===== src/rtl/led_pkg.sv =====
// rtl/led_pkg.sv - shared constants and FSM state type for the LED color judge
package led_pkg;
    localparam int CW = 8;
    localparam logic [CW-1:0] THRESH_DEF = 8'd8;

    typedef enum logic [1:0] {
        S_IDLE,
        S_ACC,
        S_CALC,
        S_DONE
    } state_t;
endpackage


===== src/rtl/chan_avg.sv =====
// rtl/chan_avg.sv - per-channel accumulator, window average and change-threshold compare
module chan_avg
    import led_pkg::*;
#(
    parameter int             PIX_LOG2 = 10,
    parameter logic [CW-1:0]  THRESH   = THRESH_DEF
) (
    input  logic          clk,
    input  logic          rst,
    input  logic          clr,
    input  logic          add,
    input  logic [CW-1:0] pix,
    input  logic [CW-1:0] ref_c,
    output logic [CW-1:0] avg,
    output logic          exceed
);
    localparam int SW = CW + PIX_LOG2;

    logic [SW-1:0] sum;
    logic [CW-1:0] diff;

    // clr with add loads the coincident pixel as the first of a new window
    always_ff @(posedge clk or posedge rst) begin
        if (rst) begin
            sum <= '0;
        end else if (clr) begin
            sum <= add ? SW'(pix) : '0;
        end else if (add) begin
            sum <= sum + SW'(pix);
        end
    end

    always_comb begin
        avg    = sum[SW-1:PIX_LOG2];
        diff   = (avg >= ref_c) ? (avg - ref_c) : (ref_c - avg);
        exceed = (diff > THRESH);
    end
endmodule


===== src/rtl/color_judge.sv =====
// rtl/color_judge.sv - frame color averaging and change detection driving the LED refresh gate
module color_judge
    import led_pkg::*;
#(
    parameter int             PIX_LOG2 = 10,
    parameter logic [CW-1:0]  THRESH   = THRESH_DEF
) (
    input  logic          clk,
    input  logic          rst,
    input  logic          sof,
    input  logic          pix_vld,
    input  logic [CW-1:0] pix_r,
    input  logic [CW-1:0] pix_g,
    input  logic [CW-1:0] pix_b,
    output logic [CW-1:0] avg_r,
    output logic [CW-1:0] avg_g,
    output logic [CW-1:0] avg_b,
    output logic          judge,
    output logic          finish,
    output logic          busy
);
    localparam int             CNTW = PIX_LOG2 + 1;
    localparam logic [CNTW-1:0] NPIX = CNTW'(1) << PIX_LOG2;

    state_t          state, state_n;
    logic [CNTW-1:0] cnt, cnt_n;
    logic            pend, pend_n;
    logic            first;
    logic            clr, add;
    logic            judge_n;
    logic [CW-1:0]   ref_r, ref_g, ref_b;
    logic [CW-1:0]   ca_r, ca_g, ca_b;
    logic            ex_r, ex_g, ex_b;

    chan_avg #(.PIX_LOG2(PIX_LOG2), .THRESH(THRESH)) u_r (
        .clk(clk), .rst(rst), .clr(clr), .add(add), .pix(pix_r),
        .ref_c(ref_r), .avg(ca_r), .exceed(ex_r)
    );
    chan_avg #(.PIX_LOG2(PIX_LOG2), .THRESH(THRESH)) u_g (
        .clk(clk), .rst(rst), .clr(clr), .add(add), .pix(pix_g),
        .ref_c(ref_g), .avg(ca_g), .exceed(ex_g)
    );
    chan_avg #(.PIX_LOG2(PIX_LOG2), .THRESH(THRESH)) u_b (
        .clk(clk), .rst(rst), .clr(clr), .add(add), .pix(pix_b),
        .ref_c(ref_b), .avg(ca_b), .exceed(ex_b)
    );

    assign judge_n = first | ex_r | ex_g | ex_b;
    assign busy    = (state != S_IDLE);

    always_comb begin
        state_n = state;
        cnt_n   = cnt;
        pend_n  = pend;
        clr     = 1'b0;
        add     = 1'b0;
        case (state)
            S_IDLE: begin
                if (sof || pend) begin
                    state_n = S_ACC;
                    clr     = 1'b1;
                    add     = sof && pix_vld;
                    cnt_n   = CNTW'(sof && pix_vld);
                    pend_n  = 1'b0;
                end
            end
            S_ACC: begin
                if (sof) begin
                    clr   = 1'b1;
                    add   = pix_vld;
                    cnt_n = CNTW'(pix_vld);
                end else if (pix_vld) begin
                    add   = 1'b1;
                    cnt_n = cnt + CNTW'(1);
                end
            end
            S_CALC: begin
                state_n = S_DONE;
                if (sof) pend_n = 1'b1;
            end
            S_DONE: begin
                if (sof || pend) begin
                    state_n = S_ACC;
                    clr     = 1'b1;
                    cnt_n   = '0;
                    pend_n  = 1'b0;
                end else begin
                    state_n = S_IDLE;
                end
            end
            default: state_n = S_IDLE;
        endcase
        // the pixel that completes the window moves straight to CALC
        if (add && cnt_n == NPIX) state_n = S_CALC;
    end

    always_ff @(posedge clk or posedge rst) begin
        if (rst) begin
            state  <= S_IDLE;
            cnt    <= '0;
            pend   <= 1'b0;
            first  <= 1'b1;
            ref_r  <= '0;
            ref_g  <= '0;
            ref_b  <= '0;
            avg_r  <= '0;
            avg_g  <= '0;
            avg_b  <= '0;
            judge  <= 1'b0;
            finish <= 1'b0;
        end else begin
            state  <= state_n;
            cnt    <= cnt_n;
            pend   <= pend_n;
            finish <= (state == S_DONE);
            if (state == S_DONE) begin
                judge <= judge_n;
                avg_r <= ca_r;
                avg_g <= ca_g;
                avg_b <= ca_b;
                // reference follows only colors actually forwarded to the LEDs
                if (judge_n) begin
                    ref_r <= ca_r;
                    ref_g <= ca_g;
                    ref_b <= ca_b;
                    first <= 1'b0;
                end
            end
        end
    end
endmodule


===== config.mk =====
export PLATFORM = sky130hd
export DESIGN_NAME = color_judge
export DESIGN_NICKNAME = d
export VERILOG_FILES = /design/src/rtl/led_pkg.sv /design/src/rtl/chan_avg.sv /design/src/rtl/color_judge.sv
export SDC_FILE = /design/constraint.sdc
export NUM_CORES = 1
export LEC_CHECK = 0
export ABC_AREA = 1
export BUFFER_PORTS_ARGS = -buffer_cell sky130_fd_sc_hd__buf_2
export CORE_MARGIN = 10
export CORE_UTILIZATION = 50
export DETAILED_ROUTE_END_ITERATION = 10
export GPL_TIMING_DRIVEN = 0
export PLACE_DENSITY = 0.78
export SYNTH_ARGS = -nofsm -noshare
export SYNTH_HDL_FRONTEND = slang
export SYNTH_SLANG_ARGS = --single-unit
export TNS_END_PERCENT = 30

===== constraint.sdc =====
create_clock -name clk -period 7.1 [get_ports clk]
set_input_delay 0.71 -clock clk [delete_from_list [all_inputs] [get_ports clk]]
set_output_delay 0.71 -clock clk [all_outputs]
set_load 0.02 [all_outputs]

# Yosys cells after proc, flatten, opt, wreduce, memory -nomap -nowiden
# Index checks and enable logic that the tools add are counted.
# totals
wordCells	84
output_inout_bits	27
in_bits	28
register_bits	119
# op_classes
bitwise	3
n_addsub	10
muxes	31
order_cmp	6
eq_ne	7
reduce_logical	12
# op_table
operator	n
18-bit two-way mux	6
18-bit by 8-bit adder with 18-bit output	3
8-bit two-way mux	6
8-bit subtractor	6
11-bit two-way mux	4
11-bit case mux with 3 select lines	1
8-bit >= comparator	3
8-bit by 4-bit greater-than comparator with 1-bit output, second input constant	3
11-bit by 1-bit adder with 11-bit output, second input constant	1
11-bit == test, second input constant	1
1-bit two-way mux	8
1-bit case mux with 2 select lines	3
2-bit case mux with 3 select lines	1
2-bit nonzero test	3
2-bit == test, second input constant	2
2-bit two-way mux	2
2-bit AND reduction	2
4-bit nonzero test	1
3-bit != test, second input constant	1
1-bit bitwise OR	3
3-bit AND reduction	1
2-bit by 1-bit == test with 1-bit output, second input constant	1
1-bit logical AND	2
2-bit zero test	1
4 further kinds	4

# Depth between registers and ports, before layout
# depth
ltp_word	8
mapped_depth	22
ltp_nobuf	20

# Hierarchy
# From an unflattened synthesis, not the netlist that was laid out.
# hier_totals
hier_cells	1415
hier_area_um2	9740.6
# modules_own_cells
module	seq_area_each_um2	area_each_um2	n_inst	cells_each
chan_avg at u_g ...	450.4	2250.9	2	350
color_judge	1627.8	3030.4	1	367
chan_avg at u_b	450.4	2208.4	1	348

# Worst setup path before layout
# No wires, ideal clock.
# synth_path
path_kind	input port to flip-flop
from	input port pix_r[0]
to	register u_r.sum[12]
path_buffers	0
stages	15
path_slack_ns	4.501
t_required_ns	6.974
setup_time_ns	0.126
arrival_time_ns	2.473
path_cell_list	ha_1 inv_1 fa_1 inv_1 nand3_1 nand2_1 nand2_1 nand2_1 a21oi_1 o21ai_0 nand3_1 nor2_1 nand3_1 o21ai_0 a21oi_1
# synth_via
elab_chain_len	3
# synth_lines
item	line	source
start, declared	color_judge.sv:12	input logic [CW-1:0] pix_r,
18-bit by 8-bit adder with 18-bit output	chan_avg.sv:29	sum <= sum + SW'(pix);
18-bit two-way mux	chan_avg.sv:28	end else if (add) begin
18-bit two-way mux	chan_avg.sv:26	end else if (clr) begin
end signal, assigned	chan_avg.sv:27	sum <= add ? SW'(pix) : '0;
end signal, assigned	chan_avg.sv:29	
end, declared	chan_avg.sv:19	logic [SW-1:0] sum;
# No other way between the ends. The select of a mux whose other input is x is not followed.
# A chain may end at the register's enable or synchronous reset.

# Final worst setup path
# layout_path
from	register u_g.sum[10]
to	register ref_r[5]
# layout_via
elab_chain_len	6
word_cells_on_any_way	8
cone_classes	add/sub: 2; order compare: 2; mux: 1; bitwise: 2; reduce/logical: 1
# layout_lines
item	line	source
start, declared	chan_avg.sv:19	
start signal, assigned	chan_avg.sv:27	
start signal, assigned	chan_avg.sv:29	
8-bit subtractor or 8-bit >= comparator (tied branches)	chan_avg.sv:35	diff = (avg >= ref_c) ? (avg - ref_c) : (ref_c - avg);
8-bit two-way mux *	chan_avg.sv:35	
8-bit by 4-bit greater-than comparator with 1-bit output *	chan_avg.sv:36	exceed = (diff > THRESH);
1-bit bitwise OR * (2 in a row)	color_judge.sv:48	assign judge_n = first | ex_r | ex_g | ex_b;
2-bit AND reduction (no line) *	n/a	
end signal, assigned	color_judge.sv:123	ref_r <= ca_r;
end, declared	color_judge.sv:31	logic [CW-1:0] ref_r, ref_g, ref_b;
# Mark *: on every way between the ends. The rest lies on a longest branch, timed or not.

==> impl_results.md <==
* Post-Syn Nets at 1426
* Gr usage total at 0.191
* Final Cycle Share at 0.438
* Area after DPL at 9650 sq um
* Worst Path Arrival at 3.41 ns
* Pwr/cell area at 247 nW/um^2
* Slew HR at 0.593
* Max-Cap Viols at 0
* Die width at 155 microns
* Wire length of the first global-routing pass at 39.1 mm
* CP max stage delay at 0.46 ns
* Largest area contributor in the netlist: dfrtp_1
* CP Depth at 20
* CTS buffer count at 17
* Detailed Place HPWL at 17.0 mm
* Min cycle time layout at 3.11 ns
* Fin worst setup slack at 3.99 ns
* Antenna violations before repair at 0
* Most frequent CP cell: nand2_1
* Area growth syn-to-layout at 13.2%
* Vias in the first global route at 8404
* Die area at 23900 sq um
* Peak VDD IR at 0.260 mV
* Clock Sinks at 119
* Post-synth cell types at 41
* Sequence of cells on the critical path: inv_1 > ha_1 > fa_1 > inv_1 > nand3_1 > nand3_1 > nand2_1 > nand3_2 > inv_2 > nand2_1 > nand2_1 > inv_1 > nand2_1 > nor2_2 > nand2_1 > nand2_1 > nand3_4 > buf_2 > nand3_1 > nand2_1
* Final TNS setup at 0 ns
* Final setup fails at 0
* Crit Path Category: flop to flop
* Post-synth ARST share at 1.00
* Crit path max-delay family: simple AND/OR/NAND/NOR gates
* Startpoint Class: flop
* Max clock buf depth at 2
* CTS tree: done
* # DRC at 0
* Worst Setup End Kind: flop
* Fin. Hold Viols at 0
* DR pass1 iterations at 6
* Pin count of the biggest net entering global routing at 94
* Worst-path clk slew at 0.05 ns
* Worst Max-Slew Pin Slew at 0.610 ns
* Nets at 1499
* Status: finished clean
* Top_reg_cell synth: dfrtp_1
* Worst-Skew Late Latency at 0.42 ns
* Post-synth EDFFs at 0
* DR iter-0 viols at 525
* Post CTS Setup Buffer Count at 0
* Synthesized flop and latch total at 119
* Min-Delay Path Class: input pin to async pin
* RD Place Congestion at 0.900
* Share of cells above drive strength 1 at 0.0915
* Fin Clk Skew at 0.0101 ns
* Post-synth top cells: nand2_1 (410), inv_1 (189), dfrtp_1 (118), o21ai_0 (100), nand3_1 (92)
* Count leader, synth: nand2_1
* Post-synth top area share at 0.326
* Cts repair resizes at 0
* Fin. max-slew vios at 0
* Initial core utilization at 0.506
* Synth warnings at 0
* Fillers at 1672
* Final WL at 22.6 mm
* ANT cells at 0
* Ports at 55
* Post-Syn Instances at 1315
* R2R depth at 20
* Hold_buf cts at 0
* Placed Cells at 1598
* Syn_area_per_cell at 6.89 sq um
* Worst endpoint required time at 7.41 ns
* Max FO, Critical Path at 10
* Leak Pwr at 5.55 nW
* Chip height at 155 microns
* Rows at 49
* Number of H-tree levels at 4
* Critical path buffer and inverter count at 5
* Post-route ant nets at 0
* Seq/Total Area, Yosys at 0.329
* Aggregate global routing overflow at 0
* FMAX at 322 MHz
* Area of the mapped netlist at 9060 sq um
* Pwr Total at 2.54 mW
* CTS root buffer: clkbuf_16
* Port bufs at 53
* Non-Filler Instances at 1628
* DR vias/cell at 5.23
* Design Area, Final at 10300 sq um
* Dpl ws at 3.96 ns
* Unrepaired setup endpoints after global routing: no
* Core area at 17900 sq um
* Via count at 8508
* Slowest-stage cell, CP: dfrtp_1
* Synth top area cells: dfrtp_1 (33%), nand2_1 (17%), ha_1 (10%)
* Wirelength per Cell at 13.9 microns
-- routing by layer --
layer  share of wire  global-route usage  routed length [microns]  vias up
li1                -                   -                        -     4349
met1            0.46               0.234                    10400     3918
met2            0.48               0.337                    10900      201
met3           0.039              0.0302                      887       40
met4           0.019              0.0585                      440        0
met5               0                   0                        0        -
-- area by class of cell --
class / count / area [sq um] / share of cell area
clock inverters: 9 / 150 / 0.0146
inverters: 197 / 744 / 0.0726
clock buffers: 21 / 460 / 0.0449
multi-input cells: 967 / 5190 / 0.506
plain buffers: 32 / 149 / 0.0145
flip-flops and latches: 119 / 2980 / 0.290
well taps: 229 / 287 / 0.0279
repair buffers: 54 / 293 / 0.0285
-- worst reg2reg max path, cell delays in order, from the launching register on --
cell and delay, ns:
dfrtp_1 0.46, inv_1 0.15, ha_1 0.25, fa_1 0.40, inv_1 0.10, nand3_1 0.07, nand3_1 0.12, nand2_1 0.08
nand3_2 0.17, inv_2 0.10, nand2_1 0.06, nand2_1 0.04, inv_1 0.05, nand2_1 0.05, nor2_2 0.13, nand2_1 0.06
nand2_1 0.13, nand3_4 0.17, buf_2 0.24, nand3_1 0.09, nand2_1 0.07
-- registers in the layout, indices dropped and copies added (netlist names), 11 cells and up --
signal and count:
u_b.sum 18, cnt 11, u_g.sum 18, u_r.sum 18
-- placed cells by master (no fill, tap or decap), types with 3 or more instances in the layout --
| master | instances |
|---|---|
| ha_1 | 74 |
| nand3_2 | 3 |
| nor4_1 | 3 |
| nand2_1 | 410 |
| o211ai_1 | 4 |
| clkbuf_1 | 18 |
| bufinv_16 | 4 |
| o21ai_0 | 100 |
| o21ai_1 | 4 |
| nor3_1 | 25 |
| or2_2 | 3 |
| o21a_1 | 3 |
| inv_2 | 6 |
| nand4_1 | 22 |
| nand2_2 | 5 |
| inv_1 | 188 |
| nor2_2 | 6 |
| nor2_1 | 89 |
| clkinv_2 | 3 |
| dfrtp_1 | 118 |
| buf_1 | 3 |
| a21oi_1 | 63 |
| nand3_1 | 92 |
| fa_1 | 9 |
| clkbuf_16 | 17 |
| xnor2_1 | 9 |
| xor2_1 | 19 |
| buf_2 | 63 |
| o21bai_1 | 4 |
| a21o_1 | 7 |
-- kinds of logic (layout without fill, tap and decap cells) --
logic type,count (synthesis),after routing,share of synthesized area
and+or+nand+nor,664,664,0.309
buffers and inverters,229,313,0.0980
AOI/OAI and AO/OA,191,191,0.113
DFF,119,119,0.329
adders and majority gates,83,83,0.122
xor gates and xnor gates,28,28,0.0271
muxes,1,1,0.00124
-- final timing paths --
kind / start / to / slack [ns]
setup / recovery: u_g.sum[10]$_DFFE_PP0P_ / ref_r[5]$_DFFE_PP0P_ / 3.99
hold / removal: rst / u_r.sum[7]$_DFFE_PP0P_ / 0.25
setup reg to reg: u_g.sum[10]$_DFFE_PP0P_ / ref_r[5]$_DFFE_PP0P_ / 3.99
hold reg to reg: ref_b[7]$_DFFE_PP0P_ / ref_b[7]$_DFFE_PP0P_ / 0.47
max in group asynchronous: rst / first$_DFFE_PP1P_ / 6.11
min in group clk: ref_b[7]$_DFFE_PP0P_ / ref_b[7]$_DFFE_PP0P_ / 0.47
-- power by group --
part           switching (mW)  internal, mW  leakage (nW)
logic                   0.546         0.277          3.77
registers              0.0524         0.763          1.48
clock network           0.299         0.599         0.295
-- per-stage QoR --
stage,hold WS (ns),util
after floorplan,0.442,-
after global placement,0.454,0.537
after detailed placement,0.460,0.539
after CTS,0.255,0.573
after global routing,0.265,0.573
final,0.251,0.573
Power figures use the tool's default switching activity.
